`src/rtl/logic_pipe.sv`:
```
`default_nettype none
// ============================================================================
// Module   : logic_pipe
// Purpose  : Valid/ready bitwise-op stage with an accumulator and an output FIFO.
//            Optional macro LOGIC_PIPE_FLAGS_EN stores zero/parity flags per entry.
// Revision : 1.0 - initial release
// ============================================================================
module logic_pipe #(
  parameter int WIDTH = 8,
  parameter int DEPTH = 4
) (
  input  logic             clk,
  input  logic             rst,
  input  logic             pi_valid,
  output logic             po_ready,
  input  logic [2:0]       pi_op,
  input  logic [WIDTH-1:0] pi_a,
  input  logic [WIDTH-1:0] pi_b,
  output logic             po_valid,
  input  logic             pi_ready,
  output logic [WIDTH-1:0] po_c,
  output logic             po_zero,
  output logic             po_parity,
  output logic [WIDTH-1:0] po_acc
);

  localparam int PW = $clog2(DEPTH);
  localparam int CW = PW + 1;
`ifdef LOGIC_PIPE_FLAGS_EN
  localparam int EW = WIDTH + 2;
`else
  localparam int EW = WIDTH;
`endif

  localparam logic [2:0] c_OP_AND    = 3'b000;
  localparam logic [2:0] c_OP_OR     = 3'b001;
  localparam logic [2:0] c_OP_XOR    = 3'b010;
  localparam logic [2:0] c_OP_NAND   = 3'b011;
  localparam logic [2:0] c_OP_NOR    = 3'b100;
  localparam logic [2:0] c_OP_ANDN   = 3'b101;
  localparam logic [2:0] c_OP_ACC_OR = 3'b110;
  localparam logic [2:0] c_OP_ACC_LD = 3'b111;

  logic [EW-1:0]    r_mem [DEPTH];
  logic [PW-1:0]    r_wptr;
  logic [PW-1:0]    r_rptr;
  logic [CW-1:0]    r_count;
  logic [WIDTH-1:0] r_acc;

  logic             w_push;
  logic             w_pop;
  logic [WIDTH-1:0] w_ab;
  logic [WIDTH-1:0] w_res;
  logic [WIDTH-1:0] w_acc_nxt;
  logic [EW-1:0]    w_entry;
  logic [EW-1:0]    w_head;

  // Full blocks acceptance even when a pop happens in the same cycle.
  assign po_ready = (r_count != CW'(DEPTH));
  assign po_valid = (r_count != '0);
  assign w_push   = pi_valid && po_ready;
  assign w_pop    = po_valid && pi_ready;
  assign w_ab     = pi_a & pi_b;

  always_comb begin
    w_res     = '0;
    w_acc_nxt = r_acc;
    case (pi_op)
      c_OP_AND:    w_res = w_ab;
      c_OP_OR:     w_res = pi_a | pi_b;
      c_OP_XOR:    w_res = pi_a ^ pi_b;
      c_OP_NAND:   w_res = ~w_ab;
      c_OP_NOR:    w_res = ~(pi_a | pi_b);
      c_OP_ANDN:   w_res = pi_a & ~pi_b;
      c_OP_ACC_OR: begin
        w_acc_nxt = r_acc | w_ab;
        w_res     = w_acc_nxt;
      end
      c_OP_ACC_LD: begin
        w_acc_nxt = w_ab;
        w_res     = w_ab;
      end
      default:     w_res = '0;
    endcase
  end

`ifdef LOGIC_PIPE_FLAGS_EN
  assign w_entry   = {^w_res, (w_res == '0), w_res};
  assign po_zero   = po_valid & w_head[WIDTH];
  assign po_parity = po_valid & w_head[WIDTH+1];
`else
  assign w_entry   = w_res;
  assign po_zero   = 1'b0;
  assign po_parity = 1'b0;
`endif

  // Storage is never cleared, so the head is masked while empty.
  assign w_head = r_mem[r_rptr];
  assign po_c   = po_valid ? w_head[WIDTH-1:0] : '0;
  assign po_acc = r_acc;

  always_ff @(posedge clk) begin
    if (w_push) begin
      r_mem[r_wptr] <= w_entry;
    end
  end

  always_ff @(posedge clk or posedge rst) begin
    if (rst) begin
      r_wptr  <= '0;
      r_rptr  <= '0;
      r_count <= '0;
      r_acc   <= '0;
    end else begin
      if (w_push) begin
        r_wptr <= r_wptr + PW'(1);
        r_acc  <= w_acc_nxt;
      end
      if (w_pop) begin
        r_rptr <= r_rptr + PW'(1);
      end
      case ({w_push, w_pop})
        2'b10:   r_count <= r_count + CW'(1);
        2'b01:   r_count <= r_count - CW'(1);
        default: r_count <= r_count;
      endcase
    end
  end

endmodule
`default_nettype wire

```
`config.mk`:
```
export PLATFORM = sky130hd
export DESIGN_NAME = logic_pipe
export DESIGN_NICKNAME = d
export VERILOG_FILES = /design/src/rtl/logic_pipe.sv
export SDC_FILE = /design/constraint.sdc
export NUM_CORES = 1
export LEC_CHECK = 0
export CORE_MARGIN = 2
export CORE_UTILIZATION = 55
export CTS_CLUSTER_SIZE = 16
export DETAILED_ROUTE_END_ITERATION = 8
export MAX_ROUTING_LAYER = met4
export PLACE_DENSITY = 0.89
export SYNTH_ARGS = -nofsm -noshare
export SYNTH_HDL_FRONTEND = slang
export SYNTH_SLANG_ARGS = --single-unit
```
`constraint.sdc`:
```
create_clock -name clk -period 2.3 [get_ports clk]
set_clock_uncertainty 0.1 [all_clocks]
set_input_delay 0.23 -clock clk [delete_from_list [all_inputs] [get_ports clk]]
set_output_delay 0.23 -clock clk [all_outputs]
set_load 0.02 [all_outputs]
```
==> reports/metrics.yaml <==
cap_violations: 0
gp_congestion: 0.775
clock_path_buffers: 2
antenna_found_initial: 0
grt_start_max_net_pins: 34
vias_per_cell: 5.30
crit_required_ns: 1.97
synth.top_cell.area_share_pct: 32.7
grt_overflow_total: 0
routedWlPerCell_um: 14.3
yosysTopAreaCell: "edfxtp_1"
drtIter0Drc: 136
hold_class: "input port to asynchronous set/reset pin"
avgSynthCellArea_um2: 12.0
ys.warnings.count: 0
hold_viol_final: 0
path_cells: "buf_4 -> mux4_2 -> and2_2 -> dlygate4sd2_1"
ys_types: 38
ys_seq_area_share_pct: 45.4
vias: 1920
die_h_um: 77.1
fin_crit_sh_pct: 94.9
ioPinCount: 43
slew_viol_final: 0
critPathCaptureType: "output port"
grt_pass1_vias: 1824
clock_sinks: 47
die_w_um: 77.1
timing.fmax_ghz: 0.458
io_buffers: 40
setup_viol: 0
grt_pass1_wl_um: 8310
cts_buffers: 5
drive_above_1_share_pct: 14.0
post-cts-setup-buffer-count: 0
critPathTopFamily: "multiplexers"
r2r_cells: 8
ctsResizeCount: 8
cts_tree: "done"
r2r_slack_ns: 0.23
netlist_area_um2: 2940
postRouteAntennaNets: 0
most-common-layout-cells: "32 x clkdlybuf4s50_1, 32 x edfxtp_1, 29 x ha_1"
ir_drop_mv: 0.464
grt_usage_pct: 18.3
leakage_nw: 1.51
nNetsFinal: 344
first_pass_iters: 6
slew_headroom_pct: 57.1
p_per_area_nw_per_um2: 993
r2r-end: "r_count[2]$_DFFE_PP0P_"
coreArea_um2: 5140
cts-root-buf: "clkbuf_8"
cp-start-kind: "register"
period_minus_slack_ns: 2.18
whs_ns: 0.211
hpwl_um: 3790
arrival_ns: 1.85
r2r-start: "r_count[0]$_DFFE_PP0P_"
max_slew.worst_pin.slew_ns: 0.643
routed_wl_um: 5160
cts-htree-levels: 2
status: "complete, no violations"
dieArea_um2: 5950
insertion_delay_ns: 0.29
ctsHoldBuffers: 0
rsz0062_at_grt: "false"
drc: 0
finalSetupTns_ns: 0
cts.clk_slew.worst_paths_ns: 0.08
cpMaxStageDelayCell: "mux4_2"
path_buf_inv: 2
worstPathMaxFanout: 6
critical_path_class: "register to output port"
synth_cells: 246
rows: 26
nFillCells: 382
critPathLaunch: "r_rptr[0]$_DFFE_PP0P_"
num_antenna_cells: 0
syn_to_final_growth_pct: 20.8
initial_utilization_pct: 57.2
synth_area_leaders: "edfxtp_1 33%, dfrtp_1 13%, ha_1 12%"
ys_ff_latch: 47
slowest_delay_ns: 0.51
[Yosys cell counts]
library cell  instances
a21oi_1               9
o2bb2ai_1             2
and2b_1               1
mux2_2                1
o32a_1                2
ha_1                 29
o22ai_1               1
nand2b_1              3
buf_6                 2
nand2_2               3
a221oi_1              4
nor2b_1               8
a211oi_1              7
nand2_1               7
and2_4                1
a32oi_1               1
a22o_1                9
or3_1                 1
mux4_2                8
clkbuf_1              1
nor4bb_1              2
and2_1                6
nor3_1                2
dfrtp_1              15
xor2_1                3
fa_1                  1
xnor2_1               3
mux2i_1              12
and2_2                8
buf_2                 5
inv_1                26
a211oi_4              1
o21ai_0               6
buf_4                 7
a311oi_1              3
edfxtp_1             32
nor2_1               13
conb_1                1
[through the flow]
stage	area [µm²]	power, W	cells	utilization (%)	setup slack [ns]
floorplan	2950	0.00234	247	-	0.207
global placement	3430	0.00289	354	66.8	0.0884
detailed placement	3430	0.00294	354	66.8	0.00646
CTS	3550	0.00356	362	69.2	0.101
global route	3550	0.00373	362	69.2	0.0527
finish	3550	0.00353	362	69.2	0.118
[registers in the layout (all words and copies together) (netlist names)]
signal	cells
po_acc	8
r_count	3
r_mem	32
r_rptr	2
r_wptr	2
[layer usage]
layer / track usage, % / share of wire [%] / vias to the layer above
li1: - / - / 962
met1: 23.1 / 46 / 901
met2: 30.1 / 49 / 53
met3: 2.94 / 4.0 / 4
met4: 6.61 / 0.85 / 0
met5: - / 0 / -
[cells by family after synthesis]
group	share of synthesized area (%)
simple gates	10.6
mux	10.6
fa+ha+maj	13.0
compound gates	11.6
other cells	0.127
flops	45.4
buf+inv	6.85
xor+xnor	1.79
[report_power, final]
group	switching (W)	internal, W
clock network	0.000265	0.000434
registers	0.000137	0.00117
logic	0.000760	0.000768
total	0.00116	0.00237
[how the worst max path moves through the flow]
stage               cells after the start  slack (ns)                     end
floorplan                               9        0.21  r_count[2]$_DFFE_PP0P_
global placement                        7        0.09   r_mem[1][5]$_DFFE_PP_
detailed placement                      7       0.006   r_mem[0][5]$_DFFE_PP_
CTS                                     4        0.10                 po_c[5]
global route                            4        0.05                 po_c[7]
finish                                  4        0.12                 po_c[5]
[area by class of cell]
class	count	area, µm²	area share (%)
multi-input combinational	159	1410	39.6
clock buffer	6	72.6	2.04
inverter	26	97.6	2.75
sequential	47	1340	37.6
clock inverter	2	60.1	1.69
timing repair buffer	52	493	13.9
tap	70	87.6	2.46
Power figures use the tool's default switching activity.
